`config.mk`:
```
export PLATFORM = sky130hd
export DESIGN_NAME = mask_bbox
export DESIGN_NICKNAME = d
export VERILOG_FILES = /design/src/rtl/mask_bbox_pkg.sv /design/src/rtl/mask_bbox_minmax.sv /design/src/rtl/mask_bbox.sv
export SDC_FILE = /design/constraint.sdc
export NUM_CORES = 1
export LEC_CHECK = 0
export ABC_AREA = 0
export BUFFER_PORTS_ARGS = -buffer_cell sky130_fd_sc_hd__buf_2
export CAP_MARGIN = 20
export CORE_MARGIN = 3
export CORE_UTILIZATION = 53
export DETAILED_ROUTE_END_ITERATION = 8
export PLACE_DENSITY = 0.76
export SYNTH_ARGS = -nofsm -noshare
export SYNTH_HDL_FRONTEND = slang
export SYNTH_SLANG_ARGS = --single-unit
```
`constraint.sdc`:
```
create_clock -name iClk -period 2.2 [get_ports iClk]
set_clock_uncertainty 0.1 [all_clocks]
set_input_delay 0.11 -clock iClk [delete_from_list [all_inputs] [get_ports iClk]]
set_output_delay 0.11 -clock iClk [all_outputs]
set_load 0.01 [all_outputs]
```
`src/rtl/mask_bbox_pkg.sv`:
```
// Shared definitions for the mask bounding-box block: FSM encoding and mask threshold bit.
package mask_bbox_pkg;

  typedef enum logic [1:0] {
    IDLE   = 2'd0,
    ACTIVE = 2'd1,
    DONE   = 2'd2
  } bboxState_t;

  localparam int unsigned MaskBit = 7;

endpackage

```
`src/rtl/mask_bbox_minmax.sv`:
```
// One-axis min/max tracker: init loads an empty range, update widens it to include iPos.
module mask_minmax #(
  parameter int unsigned W = 8
) (
  input  logic         iClk,
  input  logic         iRst_n,
  input  logic         iInit,
  input  logic         iUpdate,
  input  logic [W-1:0] iPos,
  output logic [W-1:0] oMin,
  output logic [W-1:0] oMax
);

  always_ff @(posedge iClk or negedge iRst_n) begin
    if (!iRst_n) begin
      oMin <= '0;
      oMax <= '0;
    end else if (iInit) begin
      oMin <= '1;
      oMax <= '0;
    end else if (iUpdate) begin
      if (iPos < oMin) oMin <= iPos;
      if (iPos > oMax) oMax <= iPos;
    end
  end

endmodule

```
`src/rtl/mask_bbox.sv`:
```
// Per-frame bounding box and pixel count of a binary skin mask, published once per frame.
module mask_bbox
  import mask_bbox_pkg::*;
#(
  parameter int unsigned W_X       = 11,
  parameter int unsigned W_Y       = 10,
  parameter int unsigned MIN_COUNT = 64
) (
  input  logic             iClk,
  input  logic             iRst_n,
  input  logic [7:0]       iY,
  input  logic             iHSync,
  input  logic             iVSync,
  input  logic             iLineValid,
  input  logic             iFrameValid,
  output logic [W_X-1:0]   oXMin,
  output logic [W_X-1:0]   oXMax,
  output logic [W_Y-1:0]   oYMin,
  output logic [W_Y-1:0]   oYMax,
  output logic [W_X+W_Y-1:0] oCount,
  output logic             oDetect,
  output logic             oValid
);

  localparam int unsigned W_C = W_X + W_Y;

  bboxState_t     state;
  logic           fvPrev;
  logic           lvPrev;
  logic           pendStart;
  logic [W_X-1:0] x;
  logic [W_Y-1:0] y;
  logic [W_C-1:0] count;
  logic [W_X-1:0] xMin;
  logic [W_X-1:0] xMax;
  logic [W_Y-1:0] yMin;
  logic [W_Y-1:0] yMax;

  logic fvRise;
  logic lvFall;
  logic accInit;
  logic maskHit;
  logic nonEmpty;
  logic unusedInputs;

  // A rise seen during DONE is remembered so the following IDLE cycle still starts the frame.
  assign fvRise   = iFrameValid && !fvPrev;
  assign lvFall   = lvPrev && !iLineValid;
  assign accInit  = (state == IDLE) && iFrameValid && (!fvPrev || pendStart);
  assign maskHit  = (state == ACTIVE) && iFrameValid && iLineValid && iY[MaskBit];
  assign nonEmpty = (count != '0);

  assign unusedInputs = ^{iHSync, iVSync, iY[6:0]};

  mask_minmax #(.W(W_X)) uXAxis (
    .iClk    (iClk),
    .iRst_n  (iRst_n),
    .iInit   (accInit),
    .iUpdate (maskHit),
    .iPos    (x),
    .oMin    (xMin),
    .oMax    (xMax)
  );

  mask_minmax #(.W(W_Y)) uYAxis (
    .iClk    (iClk),
    .iRst_n  (iRst_n),
    .iInit   (accInit),
    .iUpdate (maskHit),
    .iPos    (y),
    .oMin    (yMin),
    .oMax    (yMax)
  );

  // fvPrev resets high so a frame already in progress at release is skipped.
  always_ff @(posedge iClk or negedge iRst_n) begin
    if (!iRst_n) begin
      state     <= IDLE;
      fvPrev    <= 1'b1;
      lvPrev    <= 1'b0;
      pendStart <= 1'b0;
      x         <= '0;
      y         <= '0;
      count     <= '0;
      oXMin     <= '0;
      oXMax     <= '0;
      oYMin     <= '0;
      oYMax     <= '0;
      oCount    <= '0;
      oDetect   <= 1'b0;
      oValid    <= 1'b0;
    end else begin
      fvPrev <= iFrameValid;
      lvPrev <= iLineValid;
      oValid <= 1'b0;
      case (state)
        IDLE: begin
          pendStart <= 1'b0;
          if (accInit) begin
            state <= ACTIVE;
            x     <= '0;
            y     <= '0;
            count <= '0;
          end
        end
        ACTIVE: begin
          if (!iFrameValid) begin
            state <= DONE;
          end else begin
            if (lvFall) begin
              x <= '0;
              if (y != '1) y <= y + W_Y'(1);
            end else if (iLineValid && x != '1) begin
              x <= x + W_X'(1);
            end
            if (maskHit && count != '1) count <= count + W_C'(1);
          end
        end
        DONE: begin
          state     <= IDLE;
          pendStart <= fvRise;
          oValid    <= 1'b1;
          oXMin     <= nonEmpty ? xMin : '0;
          oXMax     <= nonEmpty ? xMax : '0;
          oYMin     <= nonEmpty ? yMin : '0;
          oYMax     <= nonEmpty ? yMax : '0;
          oCount    <= count;
          oDetect   <= (W_C+1)'(count) >= (W_C+1)'(MIN_COUNT);
        end
        default: state <= IDLE;
      endcase
    end
  end

endmodule

```
==> results of run 1 <==
report_power, final:
part	internal, mW	switching (mW)
combinational	0.297	0.413
sequential	2.99	0.117
clock	2.09	1.12
total	5.38	1.65
routing by layer:
| metal | vias up | share of wire [%] |
|---|---|---|
| met3 | 43 | 6.1 |
| met4 | 0 | 2.7 |
| met5 | - | 0 |
| met1 | 2974 | 44 |
| li1 | 2885 | - |
| met2 | 240 | 47 |
flip-flops by register name, summed over array words and instances (netlist names), 2 cells and up:
signal / cells
count: 21
oYMax: 10
oYMin: 10
uYAxis.oMax: 10
oXMin: 11
uYAxis.oMin: 10
uXAxis.oMax: 11
oCount: 21
uXAxis.oMin: 11
x: 11
oXMax: 11
y: 10
state: 2
cell usage after synthesis (9+ instances only):
master / instances / area, um^2
a31oi_1: 9 / 56.3
a21oi_1: 26 / 130
clkbuf_1: 20 / 75.1
o311ai_1: 11 / 96.3
buf_2: 9 / 45.0
inv_1: 66 / 248
o211ai_1: 9 / 67.6
nand3_1: 26 / 130
nor2_1: 23 / 86.3
o21ai_1: 25 / 125
dfrtp_1: 153 / 3830
mux2i_1: 22 / 220
o21ai_0: 37 / 185
ha_1: 44 / 551
nand4_1: 20 / 125
nand2_1: 111 / 417
a22o_1: 44 / 385
placed cells by master (no fill, tap or decap), types with 23 or more instances in the layout:
cell	count
buf_2	69
nand3_1	26
dfrtp_1	152
ha_1	44
o21ai_1	29
o21ai_0	33
nor2_1	23
a22o_1	44
a21oi_1	24
nand2_1	111
buf_4	44
inv_1	66
kinds of logic after synthesis:
family	count (synthesis)	share of synthesized area, %
and+or+nand+nor	224	14.3
AOI/OAI and AO/OA	193	17.9
DFF	154	50.6
buffers and inverters	107	6.06
adders and majority gates	44	7.23
muxes	23	3.04
xor gates and xnor gates	7	0.805
worst register-to-register path, stage by stage, from the launching register on:
cell and delay, ps:
dfrtp_1 340, inv_1 60, ha_1 320, a211oi_2 200, nor2_1 80, a2111oi_2 350
o21a_2 280, buf_6 160, nand2_1 70, o211ai_1 110
cell type report:
class	instances	area share, %
clock buffer	23	5.21
clock inverter	8	1.80
inverter	66	2.70
multi-input combinational	491	36.8
sequential	154	42.0
tap	180	2.46
timing repair buffer	124	8.96
how the worst max path moves through the flow:
stage / end
global route: uYAxis.oMin[6]
global placement: uYAxis.oMin[6]
finish: uYAxis.oMin[6]
floorplan: count[7]
detailed placement: uYAxis.oMin[6]
CTS: uYAxis.oMin[6]
repair_timing:
action                                 4_1_cts  5_1_grt
buffers inserted                             0        4
endpoints found under the hold margin       60        0
cloned                                       0        2
setup endpoints to repair                    2       55
hold buffers                                 3        0
pin swaps                                    0        7
gates resized for setup                      1       22
==> impl_results.md, run 1 <==
* Status: completed
* EDFF count, synth at 0
* Initial DRT Pass Iterations at 5
* VDD IR max at 0.494 mV
* CTS buffer count at 17
* Vias per inst at 5.87
* Setup TNS at 0 ps
* Highest net fanout along the worst path at 10
* Worst setup margin at approximately 45 ps
* Reg2reg path depth at 9
* Met3 usage at 5.43%
* Routed len/inst at between 15 and 20 um
* Met2 GRT Util at about 37%
* Post-Route WL at approximately 18,000 um
* Clk sinks at roughly 150
* Setup violation total in the final timing report at 0
* Post-placement cell count at between 1,000 and 1,500
* Dpl cell area at between 0.008 and 0.009 mm^2
* Total chip power at approximately 7.0 mW
* Post-DP HPWL at 12,600 um
* Worst Path Buf+Inv at 2
* Family with the most delay on the worst path: compound AO/OA/AOI/OAI gates
* Worst Tran Pin Value at roughly 560 ps
* Crit end category: flip-flop
* Ys async rst share at 100%
* Number of distinct library cells after synthesis at 57
* Max Slew Vio Count at 0
* Worst Setup SP: uYAxis.oMin[7]
* H-tree levels at 4
* Worst-Skew Late Latency at around 430 ps
* Num rows at 43
* Antenna diodes at 0
* CP Launch Type: flip-flop
* R2r setup slk at ~45 ps
* FF/Latch Area at between 0.003 and 0.004 mm^2
* Hold Fails Final Rpt at 0
* CTS tree: yes
* Global-route wire length before repair at 30,300 um
* Area of the mapped netlist at ~0.0076 mm^2
* Mapped Nets at between 800 and 900
* Nets at about 910
* Worst path cell trace: inv_1, ha_1, a211oi_2, nor2_1, a2111oi_2, o21a_2, buf_6, nand2_1, o211ai_1
* Hold/Removal Path Class: in -> async
* Antenna Violating Nets Remaining at 0
* Post-synthesis cell count at roughly 750
* I/O Pins at 79
* Worst r2r src: uYAxis.oMin[7]
* Fin area at between 0.009 and 0.01 mm^2
* Area growth from synthesis to layout at 20.4%
* Static leakage at 4.51 nW
* Reg-to-Reg End: uYAxis.oMin[6]
* Buffers added on ports at around 70
* CP max stage delay at roughly 350 ps
* CP max-delay cell: a2111oi_2
* Worst slew margin at 62.9%
* Fmax at ~460 MHz
* Synth warn at 0
* Largest net degree at the start of global routing at 60
* Die Ht at ~130 um
* DRC at 0
* Die area at roughly 0.016 mm^2
* Fill count at 1,128
* Core area at approximately 0.014 mm^2
* DP Worst Slack at -23.2 ps
* Post-route minimum period at about 2200 ps
* Worst path arrival time at ~2400 ps
* Initial antenna violation count at 0
* Vias at ~6,100
* Synth Flop Type: dfrtp_1
* Hold Slack at about 130 ps
* Area of the multi-input gates at between 0.003 and 0.004 mm^2
* RSZ-0062 raised after global routing: true
* Final Util at about two thirds
* Post-synthesis sequential area ratio at about half
* CP required at 2440 ps
* Met1 usage in global routing at a little under a third
* Initial core utilization at 54.4%
* Critical path depth at 9
* Clock Root Buffer: clkbuf_16
* Clock slew at reported path FFs at around 60 ps
* Final period utilization at ~98%
* Post-Layout Cell Count at 1,046
* GRT Max-Usage Layer: met2
* First-iteration detailed-routing DRC count at about 530
* Worst Path Class, Setup: reg -> reg
* Pwr dens at around 770 mW/mm^2
* FF+latch count, synth at 154
* Share of cells above drive strength 1 at a little over a fifth
* Die Width at 126 um
* Routability cong. at approximately 0.9
* Overall Global Routing Usage at between 20% and 30%
* Max_cap viols at 0
* Syn avg cell area at between 10 and 15 um^2
* Vias in the first global route at 6,108
* Clk buf depth at 2
* Grt ovf at 0
No activity file was read; power rests on OpenSTA's default activity.
==> inputs of run 2 (changes only) <==
--- a/config.mk
+++ b/config.mk
@@ -8,7 +8,7 @@
 export ABC_AREA = 0
 export BUFFER_PORTS_ARGS = -buffer_cell sky130_fd_sc_hd__buf_2
 export CAP_MARGIN = 20
-export CORE_MARGIN = 3
+export CORE_MARGIN = 2
 export CORE_UTILIZATION = 53
 export DETAILED_ROUTE_END_ITERATION = 8
 export PLACE_DENSITY = 0.76
==> run 2 against run 1 <==
  * The run now ends with negative setup slack left
  * Via count grew 0.26%
  * Cell count fell by 0.86%
  * Wire length increased by 1.2%
  * Utilization is 0.14 points lower
  * Register-to-register slack got worse by 60 ps
==> impl_results.md, run 2 (synthesis gave the netlist of run 1 again) <==
* Clk sinks at 154 (unchanged)
* RSZ-0062 raised after global routing: true
* Initial DRT Pass Iterations at 5 (unchanged)
* Antenna diodes at 0 (unchanged)
* Post-DP HPWL at 12,500 um (-0.73%)
* Routability cong. at 0.912 (+0.85%)
* Worst path cell trace: ha_1, a21oi_1, a21oi_1, o41ai_2, buf_4, buf_4, nand3_1, o21ai_0
* Fin area at 0.00912 mm^2 (-0.60%)
* I/O Pins at 79 (unchanged)
* Num rows at 43 (unchanged)
* VDD IR max at 0.523 mV (+5.9%)
* Most common cell after layout, fill and taps aside: dfrtp_1
* Static leakage at 4.45 nW (-1.4%)
* Sequential power share at 44.3% (about the same)
* Routed len/inst at 17.6 um (+2.1%)
* CP max stage delay at 480 ps (+130 ps)
* Worst r2r src: y[5]
* Hold Fails Final Rpt at 0 (unchanged)
* Fill count at 1,084 (-3.9%)
* Share of cells above drive strength 1 at 20.8% (-0.13 points)
* Max Slew Vio Count at 0 (unchanged)
* Initial antenna violation count at 0 (unchanged)
* Hold/Removal Path Class: in -> async
* Crit end category: flip-flop
* Nets at 903 (-0.99%)
* Clock power frac at 45.6% (about the same)
* Die Ht at 124 um (-1.6%)
* Most frequent cells in the layout: 148 x dfrtp_1, 111 x nand2_1, 68 x buf_2, 66 x inv_1, 44 x a22o_1
* Worst path arrival time at 2450 ps (+60 ps)
* Net Sw Frac at 23.9% (+0.42 points)
* Largest regs: count (21), oCount (21)
* Post-Layout Cell Count at 1,037 (-0.86%)
* Final period utilization at 101% (+2.7 points)
* Vias at 6,158 (+0.26%)
* Pwr dens at 771 mW/mm^2 (+0.59%)
* CTS buffer count at 17 (unchanged)
* H-tree levels at 4 (unchanged)
* Largest net degree at the start of global routing at 58 (-3.3%)
* Die area at 0.0153 mm^2 (-3.2%)
* First-iteration detailed-routing DRC count at 477 (-9.3%)
* Highest net fanout along the worst path at 6 (-4)
* Fmax at 452 MHz (-2.7%)
* Status: finished with violations
* Post-placement cell count at 997 (-0.89%)
* Grt ovf at 0 (unchanged)
* Internal at 5.35 mW (-0.57%)
* Worst setup margin at -14.3 ps (-58.8 ps)
* Vias in the first global route at 6,037 (-1.2%)
* Clock Root Buffer: clkbuf_16
* Max_cap viols at 0 (unchanged)
* CP required at 2440 ps (about the same)
* Die Width at 124 um (-1.6%)
* Antenna Violating Nets Remaining at 0 (unchanged)
* Initial core utilization at 54.6% (+0.21 points)
* Combinational share of power at 10.1% (about the same)
* Worst Setup SP: y[5]
* Vias per inst at 5.94 (+1.1%)
* Dpl cell area at 0.00832 mm^2 (-0.81%)
* Global-route wire length before repair at 29,500 um (-2.7%)
* Overall Global Routing Usage at 25.0% (+1.6 points)
* Clk buf depth at 2 (unchanged)
* Worst Tran Pin Value at 549 ps (-8.12 ps)
* Area growth from synthesis to layout at 19.7%
* DRC at 0 (unchanged)
* Post-route minimum period at 2210 ps (+58.8 ps)
* Psw at 1.68 mW (+1.8%)
* Post-Route WL at 18,300 um (+1.2%)
* CTS tree: yes
* Worst slew margin at 63.4% (+0.54 points)
* Clock slew at reported path FFs at 60 ps (about the same)
* Worst-Skew Late Latency at 430 ps (about the same)
* Setup violation total in the final timing report at 1 (+1)
* Buffers added on ports at 69 (unchanged)
* CP max-delay cell: dfrtp_1
* Core area at 0.0139 mm^2 (-0.38%)
* CP Launch Type: flip-flop
* Failing checks: negative setup slack
* Worst Path Class, Setup: reg -> reg
-- run 2: changes by cell type in the layout (fill, tap and decap cells not counted), moves of 2 or more --
cell,delta
o21ai_1,-4
clkbuf_1,-2
dfrtp_1,-4
o21ai_0,+4
dfrtp_2,+4
buf_4,-9
clkinv_4,+3
-- run 2: through the flow --
stage	power [mW]	TNS [ps]	setup WS [ps]	hold WS, ps	utilization, %
detailed placement	3.85	0	50.9	21.5	59.7
floorplan	3.54	0	146	-286	-
global placement	3.81	0	150	7.34	59.7
finish	7.03	-14.3	-14.3	131	65.4
CTS	7.06	0	21.0	144	64.6
global route	7.30	-616	-75.5	153	65.4
-- run 2: routing by layer --
layer	global-route usage, %	up-vias	share of wire [%]	wire length, um
li1	-	2884	-	-
met1	31.5	2994	42	7720
met2	41.6	236	49	9000
met3	4.85	44	5.7	1040
met4	11.6	0	2.9	535
met5	0	-	0	0
-- run 2: final timing paths --
kind	to	slack, ps	depth (start not counted)
max in group asynchronous	fvPrev	1230	3
min in group iClk	count[20]	160	4
worst max register to register	uYAxis.oMax[7]	-10	8
worst min-delay path	oYMin[5]	130	2
worst min register to register	oCount[1]	370	2
worst max-delay path	uYAxis.oMax[7]	-10	8
-- run 2: area by class of cell --
class,instances,area (um^2),area share [%]
timing repair buffer,115,761,8.34
clock inverter,11,194,2.13
inverter,66,248,2.72
sequential,154,3860,42.4
multi-input combinational,491,3370,37.0
tap,180,225,2.47
clock buffer,20,457,5.01
-- run 2: timing repair --
action,CTS,global route
hold buffers,3,0
setup endpoints to repair,0,37
resized for setup,0,21
hold endpoints to repair,100,0
setup buffers,0,4
-- run 2: worst max-delay path, delay by kind of cell, from the launching register on --
kind | cells | cell delay [ps]
flops | 1 | 480
buf+inv | 2 | 330
compound gates | 4 | 760
fa+ha+maj | 1 | 360
simple gates | 1 | 90
-- run 2: power by group through the flow --
stage                     Combinational (mW)  Clock [mW]  Sequential (mW)
final                                  0.710        3.20             3.11
after global routing                   0.793        3.37             3.14
after CTS                              0.705        3.23             3.12
after detailed placement               0.690           0             3.16
after global placement                 0.657           0             3.15
after floorplan                        0.368           0             3.17
